<file path="config.mk">
export PLATFORM = sky130hd
export DESIGN_NAME = serial_add_seq
export DESIGN_NICKNAME = d
export VERILOG_FILES = /design/src/rtl/serial_add_pkg.sv /design/src/rtl/serial_fa_slice.sv /design/src/rtl/serial_add_seq.sv
export SDC_FILE = /design/constraint.sdc
export NUM_CORES = 1
export LEC_CHECK = 0
export ABC_CLOCK_PERIOD_IN_PS = 2100
export CAP_MARGIN = 20
export CORE_ASPECT_RATIO = 0.9
export CORE_UTILIZATION = 50
export CTS_CLUSTER_SIZE = 14
export DETAILED_ROUTE_END_ITERATION = 12
export PLACE_DENSITY_LB_ADDON = 0.25
export SYNTH_ARGS = -nofsm -noshare
export SYNTH_HDL_FRONTEND = slang
export SYNTH_HIERARCHICAL = 1
export SYNTH_SLANG_ARGS = --single-unit
</file>
<file path="constraint.sdc">
create_clock -name clk -period 2.1 [get_ports clk]
set_input_delay 0.63 -clock clk [delete_from_list [all_inputs] [get_ports clk]]
set_output_delay 0.63 -clock clk [all_outputs]
set_load 0.005 [all_outputs]
</file>
<file path="src/rtl/serial_add_pkg.sv">
// serial_add_pkg: shared FSM state type and counter sizing for the bit-serial adder
package serial_add_pkg;
    typedef enum logic [1:0] {IDLE, RUN, DONE} state_t;
    function automatic int cnt_w(input int width);
        return (width < 2) ? 1 : $clog2(width);
    endfunction
endpackage

</file>
<file path="src/rtl/serial_fa_slice.sv">
// serial_fa_slice: single-bit full adder shared across all bit positions
module serial_fa_slice (
    input  logic a,
    input  logic b,
    input  logic ci,
    output logic s,
    output logic co
);
    assign s  = a ^ b ^ ci;
    assign co = (a & b) | (ci & (a ^ b));
endmodule

</file>
<file path="src/rtl/serial_add_seq.sv">
// serial_add_seq: LSB-first bit-serial add/subtract with valid/ready handshakes
module serial_add_seq
    import serial_add_pkg::*;
#(
    parameter int WIDTH = 8
) (
    input  logic             clk,
    input  logic             rst,
    input  logic             in_valid,
    output logic             in_ready,
    input  logic [WIDTH-1:0] a,
    input  logic [WIDTH-1:0] b,
    input  logic             cin,
    input  logic             sub,
    output logic             out_valid,
    input  logic             out_ready,
    output logic [WIDTH-1:0] sum,
    output logic             cout,
    output logic             ovf,
    output logic             busy
);
    localparam int CW = cnt_w(WIDTH);
    state_t           r_state, w_next;
    logic [WIDTH-1:0] r_a, r_b, r_sum;
    logic [CW-1:0]    r_cnt;
    logic             r_carry, r_cout, r_ovf;
    logic             w_s, w_co, w_last, w_load;
    assign w_last = r_cnt == CW'(WIDTH - 1);
    assign w_load = r_state == IDLE && in_valid;
    serial_fa_slice u_slice (.a(r_a[0]), .b(r_b[0]), .ci(r_carry), .s(w_s), .co(w_co));
    always_comb begin
        w_next = r_state;
        w_next = w_load                        ? RUN  :
                 (r_state == RUN  && w_last)    ? DONE :
                 (r_state == DONE && out_ready) ? IDLE : r_state;
    end
    always_ff @(posedge clk) begin
        if (rst) r_state <= IDLE;
        else     r_state <= w_next;
    end
    // Subtraction is a + ~b + 1, so the carry register doubles as the +1.
    always_ff @(posedge clk) begin
        if (rst) begin
            r_a     <= '0;
            r_b     <= '0;
            r_sum   <= '0;
            r_cnt   <= '0;
            r_carry <= 1'b0;
            r_cout  <= 1'b0;
            r_ovf   <= 1'b0;
        end else if (w_load) begin
            r_a     <= a;
            r_b     <= sub ? ~b : b;
            r_carry <= sub | cin;
            r_cnt   <= '0;
        end else if (r_state == RUN) begin
            r_a     <= r_a >> 1;
            r_b     <= r_b >> 1;
            r_sum   <= {w_s, r_sum[WIDTH-1:1]};
            r_carry <= w_co;
            r_cnt   <= w_last ? r_cnt : r_cnt + 1'b1;
            if (w_last) begin
                r_cout <= w_co;
                r_ovf  <= r_carry ^ w_co;
            end
        end
    end
    assign in_ready  = r_state == IDLE;
    assign out_valid = r_state == DONE;
    assign busy      = r_state != IDLE;
    assign sum       = r_sum;
    assign cout      = r_cout;
    assign ovf       = r_ovf;
endmodule

</file>
==> impl_metrics.csv, run 1 <==
group,metric,value,unit
run_status,status,"finished clean",
final_layout,n_fill_cell,245,
grt,grtUsageTotal,24.33,%
sta,setup_viol,0,
grt,grt_first_pass_wirelength,5416,um
power,clockPowerShare,35.0,%
yosys,ys.flop_type,"dfxtp_1",
yosys,synth_top_area_cell,"dfxtp_1",
die,die_w,58.60,um
setup_path,cp-end-kind,"output pin",
yosys,syn-num-nets,188,
sta,slew_headroom,69.39,%
final_layout,fin_cells,240,
routing,dr.first_iter.drc_count,51,
clock_tree,cts.sinks,32,
routing,dr.pass1.iters,4,
setup_path,arrival,1.26,ns
routing,drc,0,
grt,use_met3,8.802,%
die,dieArea,3102,um^2
clock_tree,clock_path_buffers,2,
power,switchingPower,0.3399,mW
clock_tree,path_clk_slew,0.10,ns
clock_tree,clock_latency,0.35,ns
yosys,synth_top_area_share,44.44,%
clock_tree,cts_tree,"done",
clock_tree,cts_root_buf,"clkbuf_4",
sta,period_needed,1.895,ns
worst_hold_path,hold_class,"reg2reg",
final_layout,nets,224,
power,p_seq_share,49.6,%
grt,grt_overflow,0,
clock_tree,postCtsHoldBufs,0,
grt,antenna_found_initial,0,
sta,tightest_slew,0.4575,ns
final_layout,synthToLayoutAreaGrowth,31.34,%
placed_design,pre_cts_slack,0.02742,ns
placed_design,placedCellCount,232,
placed_design,gp_congestion,0.8038,
routing,routed_wl,3234,um
die,rows,18,
die,core,2748,um^2
yosys,syn_inst,163,
clock_tree,cts_buffers,5,
routing,wire_per_inst,13.48,um
power,power.density,708.6,nW/um^2
grt,grt_max_degree,25,
setup_path,crit_required,1.47,ns
yosys,synth_seq_area_share,44.44,%
final_layout,drive_gt1_share,11.50,%
setup_path,crit_fanout,2,
final_layout,antenna_cells,0,
setup_path,criticalPathCategory,"reg2out",
setup_path,r2r_slack,0.60,ns
worst_hold_path,min_from,"ovf",
power,p_total,1.341,mW
routing,antenna_left,0,
sta,post-route-period-util,90.22,%
sta,rsz0062_at_grt,"no",
yosys,yosysUniqueCellTypes,32,
placed_design,dp_hpwl,2253,um
power,total_leakage_power,0.7246,nW
yosys,synth_edf_count,0,
grt,grtUsageMet1,28.38,%
job,drv_cap,0,
yosys,syn_avg_cell_area,8.843,um^2
power,p_sw_share,25.34,%
clock_tree,postCtsSetupBuffers,0,
power,power.internal,1.001,mW
setup_path,start_kind,"flip-flop",
power,comb_power_share,15.5,%
grt,busiest_layer,"met2",
sta,holdWs,0.4646,ns
die,start_util,52.46,%
power,ir_drop,341.7,uV
sta,max_clock_freq,527.8,MHz
setup_path,worstReg2RegStart,"r_cnt[0]",
yosys,synth-seq-cells,32,
die,die_h,52.94,um
setup_path,cp-startpoint,"r_state[0]",
grt,use_met2,40.42,%
sta,layout_setup_ws,0.2054,ns
sta,clock_skew,0.009822,ns
sta,fin_setup_tns,0,ns
grt,grt_pass1_vias,1196,
placed_design,io_buffers,34,
sta,slew_violations,0,
yosys,async_flop_share,0,%
yosys,ys_warn_count,6,
yosys,synth_area,1441,um^2
routing,vias,1298,
yosys,yosys-top-cells-area,"dfxtp_1 44%, a21oi_1 6.9%, nand2_1 6.8%",
clock_tree,htreeDepth,2,
die,io_pins,35,
routing,vias_per_cell,5.408,
sta,finalHoldViolations,0,
## final cells by class
type	count	area, um^2	share of cell area [%]
multi-input cells	116	716.9	37.87
flip-flops and latches	32	641.9	33.91
clock inverters	2	35.03	1.851
inverters	2	7.507	0.3966
clock buffers	6	41.29	2.181
repair buffers	42	400.4	21.15
well taps	40	50.05	2.644
## worst max-delay path, cell delays in order, from the launching register on
cell           delay [ns]
dfxtp_2              0.34
or2_2                0.31
inv_1                0.05
dlygate4sd2_1        0.22
## sequential cells by signal, summed over array words and instances (netlist names)
name,flops
ovf,1
r_cnt,3
r_a,8
sum,8
r_b,8
r_state,2
r_carry,1
cout,1
## per-layer routing
metal / share of wire, % / up-vias
met2: 49 / 46
met4: 1.9 / 0
met3: 5.3 / 9
met1: 44 / 607
met5: 0 / -
li1: - / 636
## timing repair
item / in CTS / in global routing
cloned: 0 / 0
gates resized for setup: 3 / 1
hold endpoints to repair: 0 / 0
endpoints found under the setup margin: 2 / 1
pin swaps: 0 / 0
## cells by family after synthesis
kind of cell,Yosys count,share of synthesized area [%]
adders and majority gates,3,3.125
muxes,3,2.083
buffers and inverters,15,5.816
AOI/OAI and AO/OA,40,18.14
DFF,32,44.44
and+or+nand+nor,60,20.31
xor gates and xnor gates,10,6.077
## per-stage QoR
stage,util (%),area [um^2]
floorplan,-,1441
detailed placement,66.07,1815
finish,68.90,1893
CTS,68.81,1891
global placement,66.07,1815
global route,68.90,1893
## power groups by stage
stage          Sequential [mW]  Combinational (mW)  Clock [mW]
2_1_floorplan            0.671               0.131           0
3_3_place_gp             0.675               0.199           0
3_5_place_dp             0.677               0.208           0
4_1_cts                  0.664               0.208       0.473
5_1_grt                  0.669               0.228       0.505
6_report                 0.665               0.208       0.469
## synth_stat cells (2+ instances only)
cell type and instances:
buf_2 5, nand3_1 3, dfxtp_1 32, a211oi_1 6, a221o_1 7, xnor2_1 8
nand2b_1 3, nor3_1 3, nand2_1 26, nor2b_1 2, nor2_1 16, a21oi_1 20
mux2i_1 3, ha_1 2, clkbuf_1 3, o21ai_0 4, inv_1 2, clkbuf_2 2
xor2_1 2, buf_6 2
## cell usage in the layout (no fill, tap or decap), types with 2 or more instances in the layout
cell	instances
dfxtp_1	31
clkdlybuf4s50_1	31
nand2_1	26
a21oi_1	20
nor2_1	16
xnor2_1	8
buf_4	8
a221o_1	7
a211oi_1	6
clkbuf_4	5
o21ai_0	4
nand2b_1	3
nand3_1	3
mux2i_1	3
nor3_1	3
inv_1	2
nor2b_1	2
xor2_1	2
ha_1	2
dlygate4sd2_1	2
## path summary, 6_finish.rpt
| path | end | cells past startpoint |
|---|---|---|
| min | ovf | 2 |
| max | in_ready | 3 |
| min reg2reg | ovf | 2 |
| max reg2reg | r_cnt[2] | 5 |
(Power assumes the default switching activity.)
==> run 2, diff against run 1 <==
==> constraint.sdc (replaced) <==
create_clock -name clk -period 2.1 [get_ports clk]
set_input_delay 0.21 -clock clk [delete_from_list [all_inputs] [get_ports clk]]
set_output_delay 0.21 -clock clk [all_outputs]
set_load 0.005 [all_outputs]
==> run 2 against run 1 <==
  * Critical path depth stayed put
  * Count of clock-buffer cells in the layout is 1 higher
  * Non-clock buffer count is 4 lower
  * Fmax is 0.12% higher
  * Clock skew is 0.0031 ns higher
  * Largest cell class unchanged
  * Sequential cell count stayed put
==> impl_metrics.csv, run 2 (same netlist as run 1, synthesis figures left out) <==
group,metric,value,unit
run_status,status,"finished clean",
clock_tree,htreeDepth,2,
clock_tree,postCtsSetupBuffers,0,
routing,wire_per_inst,12.92,um
power,power.density,735.8,nW/um^2
setup_path,crit_required,1.89,ns
clock_tree,cts_root_buf,"clkbuf_4",
final_layout,synthToLayoutAreaGrowth,30.47,%
clock_tree,postCtsHoldBufs,0,
setup_path,criticalPathCategory,"reg2out",
routing,routed_wl,3048,um
setup_path,critPathCapture,"in_ready",
power,total_leakage_power,0.6952,nW
sta,max_clock_freq,528.5,MHz
sta,post-route-period-util,90.11,%
setup_path,worstReg2RegStart,"r_state[1]",
sta,rsz0062_at_grt,"no",
sta,holdWs,0.4570,ns
sta,slew_violations,0,
clock_tree,cts-resized-gates,0,
sta,tightest_slew,0.5087,ns
power,ir_drop,446.0,uV
die,rows,18,
die,die_w,58.60,um
routing,vias,1225,
routing,dr.first_iter.drc_count,39,
final_layout,drive_gt1_share,9.694,%
clock_tree,cts_buffers,5,
grt,grt_overflow,0,
clock_tree,cts.sinks,32,
grt,grtUsageTotal,21.80,%
setup_path,arrival,1.68,ns
setup_path,cp-end-kind,"output pin",
final_layout,post-route-util,68.44,%
grt,antenna_found_initial,0,
die,die_h,52.94,um
sta,period_needed,1.892,ns
grt,grt_max_degree,27,
routing,dr.pass1.iters,4,
routing,drc,0,
placed_design,dp_hpwl,2128,um
setup_path,worstRegToRegCells,4,
final_layout,antenna_cells,0,
routing,antenna_left,0,
setup_path,start_kind,"flip-flop",
sta,slew_headroom,65.98,%
die,dieArea,3102,um^2
final_layout,nets,220,
sta,fin_setup_tns,0,ns
clock_tree,path_clk_slew,0.10,ns
grt,grt_pass1_vias,1112,
final_layout,mostFrequentLayoutCell,"clkdlybuf4s50_1",
routing,vias_per_cell,5.191,
job,drv_cap,0,
placed_design,io_buffers,34,
clock_tree,clock_path_buffers,2,
final_layout,fin_cells,236,
setup_path,crit_fanout,14,
sta,setup_viol,0,
setup_path,cp-startpoint,"r_state[0]",
setup_path,r2r_slack,0.62,ns
die,start_util,52.46,%
placed_design,placedCellCount,228,
sta,finalHoldViolations,0,
final_layout,layout_common_cells,"34 x clkdlybuf4s50_1, 32 x dfxtp_1, 26 x nand2_1",
clock_tree,clock_latency,0.33,ns
sta,clock_skew,0.01292,ns
grt,grt_first_pass_wirelength,4933,um
clock_tree,cts_tree,"done",
worst_hold_path,hold_class,"reg2reg",
setup_path,r2r-end,"r_a[2]",
placed_design,gp_congestion,0.7558,
die,core,2748,um^2
die,io_pins,35,
run 2: through the flow:
stage               cell area [um^2]  total power, mW  worst slack, ns
floorplan                       1441           0.8016           0.7593
global placement                1785           0.8681           0.4941
detailed placement              1785           0.8761           0.4619
CTS                             1881            1.387           0.1948
global route                    1881            1.441           0.1101
finish                          1881            1.384           0.2077
run 2: power by group:
group,leakage [nW],switching [mW],internal [mW]
clock network,0.0515,0.203,0.316
logic,0.382,0.0889,0.108
registers,0.261,0.0272,0.641
total,0.695,0.319,1.06
run 2: layout make-up:
class | count | area [um^2]
Sequential cell | 32 | 640.6
Tap cell | 40 | 50.05
Clock inverter | 1 | 30.03
Clock buffer | 7 | 65.06
Multi-Input combinational cell | 116 | 716.9
Timing Repair Buffer | 38 | 370.4
Fill cell | 252 | 867.1
Inverter | 2 | 7.507
run 2: routing by layer:
metal	up-vias	GRT usage, %	part of all wire, %
met5	-	0	0
met4	0	7.143	1.3
met3	8	6.112	5.5
met2	37	36.02	49
met1	559	27.51	44
li1	621	-	-
run 2: worst min path at each step:
stage	start	end	slack, ns	cells past startpoint
2_1_floorplan	a[7]	r_a[7]	0.35	2
3_3_place_gp	sum[0]	sum[0]	0.44	2
3_5_place_dp	sum[0]	sum[0]	0.45	2
4_1_cts	a[7]	r_a[7]	0.46	3
5_1_grt	a[7]	r_a[7]	0.48	3
6_report	sum[0]	sum[0]	0.46	2
run 2: critical path, stage by stage (launching register included):
cell             delay, ns
dfxtp_1               0.45
or2_2                 0.36
inv_1                 0.06
clkdlybuf4s50_1       0.49
==> run 3, diff against run 2 <==
--- a/config.mk
+++ b/config.mk
@@ -8,6 +8,7 @@
 export ABC_CLOCK_PERIOD_IN_PS = 2100
 export CAP_MARGIN = 20
 export CORE_ASPECT_RATIO = 0.9
+export CORE_MARGIN = 3
 export CORE_UTILIZATION = 50
 export CTS_CLUSTER_SIZE = 14
 export DETAILED_ROUTE_END_ITERATION = 12
==> run 3 against run 2 <==
  * Clock power decreased by 26%
  * Critical path depth fell by 1
  * Critical path type unchanged
  * Wire length up 2.9%
  * Utilization is 2.7 points higher
  * Global-route usage shrank 2.7 points
  * Power decreased by 9.8%
  * Die area increased by 15%
  * First-iteration DRC count increased by 46%
  * Critical endpoint is now out_valid
  * Largest cell class unchanged
  * Worst setup slack got worse by 0.016 ns
  * Fmax fell by 0.86%
==> impl_metrics.csv, run 3 (same netlist as run 1, synthesis figures left out) <==
group,metric,value,unit
clock_tree,clock_path_buffers,2,
final_layout,post-route-util,71.12,%
final_layout,nets,220,
worst_hold_path,hold_class,"in2reg",
clock_tree,postCtsSetupBuffers,0,
routing,vias_per_cell,5.333,
clock_tree,cts_buffers,5,
job,drv_cap,0,
setup_path,cpMaxStageDelayCell,"dfxtp_1",
worst_hold_path,min_from,"a[7]",
setup_path,cp-startpoint,"r_state[1]",
clock_tree,path_clk_slew,0.10,ns
final_layout,synthToLayoutAreaGrowth,28.04,%
die,die_h,56.94,um
routing,vias,1248,
placed_design,io_buffers,34,
final_layout,antenna_cells,0,
setup_path,arrival,1.70,ns
setup_path,cp-end-kind,"output pin",
clock_tree,cts.sinks,32,
clock_tree,clock_latency,0.34,ns
clock_tree,cts_tree,"done",
die,start_util,55.54,%
sta,clock_skew,0.01326,ns
power,total_leakage_power,0.6752,nW
setup_path,r2r-end,"r_cnt[1]",
final_layout,mostFrequentLayoutCell,"clkdlybuf4s50_1",
sta,post-route-period-util,90.89,%
final_layout,layout_common_cells,"34 x clkdlybuf4s50_1, 32 x dfxtp_1, 26 x nand2_1",
run_status,status,"finished clean",
die,io_pins,35,
clock_tree,cts_root_buf,"clkbuf_4",
routing,antenna_left,0,
die,core,2595,um^2
final_layout,seqCellArea,640.6,um^2
placed_design,pre_cts_slack,0.4333,ns
setup_path,r2r_slack,0.59,ns
grt,grt_max_degree,27,
routing,routed_wl,3137,um
clock_tree,cts-resized-gates,0,
clock_tree,postCtsHoldBufs,0,
sta,period_needed,1.909,ns
routing,dr.pass1.iters,4,
setup_path,criticalPathCategory,"reg2out",
sta,rsz0062_at_grt,"no",
die,die_w,62.60,um
die,dieArea,3564,um^2
power,ir_drop,439.2,uV
placed_design,gp_congestion,0.8110,
final_layout,fin_cells,234,
grt,grt_overflow,0,
setup_path,worstPathCellList,"nor2b_1 > clkdlybuf4s50_1",
power,power.density,676.4,nW/um^2
routing,wire_per_inst,13.41,um
routing,drc,0,
final_layout,n_fill_cell,226,
worst_hold_path,hold_path_depth,3,
setup_path,worstReg2RegStart,"r_cnt[0]",
sta,setup_viol,0,
setup_path,crit_required,1.89,ns
sta,max_clock_freq,523.9,MHz
grt,grt_pass1_vias,1188,
placed_design,dp_hpwl,2278,um
setup_path,crit_fanout,14,
clock_tree,htreeDepth,2,
sta,fin_setup_tns,0,ns
sta,tightest_slew,0.5137,ns
die,rows,17,
sta,layout_setup_ws,0.1913,ns
setup_path,worstRegToRegCells,5,
worst_hold_path,whs_endpoint,"r_a[7]",
final_layout,multiInputGateArea,716.9,um^2
sta,slew_violations,0,
grt,grt_first_pass_wirelength,5340,um
sta,slew_headroom,65.65,%
setup_path,max_stage_delay,0.62,ns
final_layout,drive_gt1_share,9.184,%
grt,grtUsageTotal,19.06,%
grt,antenna_found_initial,0,
placed_design,placedCellCount,226,
routing,dr.first_iter.drc_count,57,
setup_path,start_kind,"flip-flop",
sta,finalHoldViolations,0,
## run 3: cell count changes in the layout (fill, tap and decap cells not counted)
cell	delta
clkbuf_1	+1
bufinv_16	-1
clkbuf_8	-1
clkinvlp_4	+1
## run 3: worst max-delay path by stage
stage	endpoint	slack, ns
global placement	r_a[0]	0.50
global route	out_valid	0.11
finish	out_valid	0.19
detailed placement	r_a[3]	0.43
floorplan	r_cnt[1]	0.76
CTS	in_ready	0.19
## run 3: report_power, final
part           internal [mW]  switching (mW)  total, mW
Sequential             0.641          0.0268      0.668
Combinational          0.108          0.0897      0.197
Clock                  0.164           0.219      0.383
Total                  0.912           0.336       1.25
## run 3: critical path, delay by kind of cell, from the launching register on
| family | cells | cell delay, ns |
|---|---|---|
| buf+inv | 1 | 0.52 |
| simple gates | 1 | 0.21 |
| flops | 1 | 0.62 |
## run 3: metal layers
metal / wire length [um] / track usage, % / vias to the layer above / share of wire, %
met3: 164 / 4.724 / 7 / 5.2
met1: 1405 / 22.94 / 580 / 45
met2: 1514 / 31.91 / 38 / 48
met4: 53 / 9.748 / 0 / 1.7
li1: - / - / 623 / -
met5: 0 / 0 / - / 0
## run 3: metrics by stage
stage | total power, mW | hold slack [ns] | instance area [um^2]
floorplan | 0.8016 | 0.3460 | 1441
detailed placement | 0.8775 | 0.4508 | 1783
finish | 1.248 | 0.4294 | 1846
CTS | 1.257 | 0.4288 | 1846
global placement | 0.8674 | 0.4420 | 1783
global route | 1.297 | 0.4646 | 1846
## run 3: area by class of cell
cell class	count	area share (%)
clock buffer	7	2.983
timing repair buffer	38	20.07
clock inverter	1	0.4068
multi-input combinational	116	38.85
inverter	2	0.4068
sequential	32	34.71
tap	38	2.576
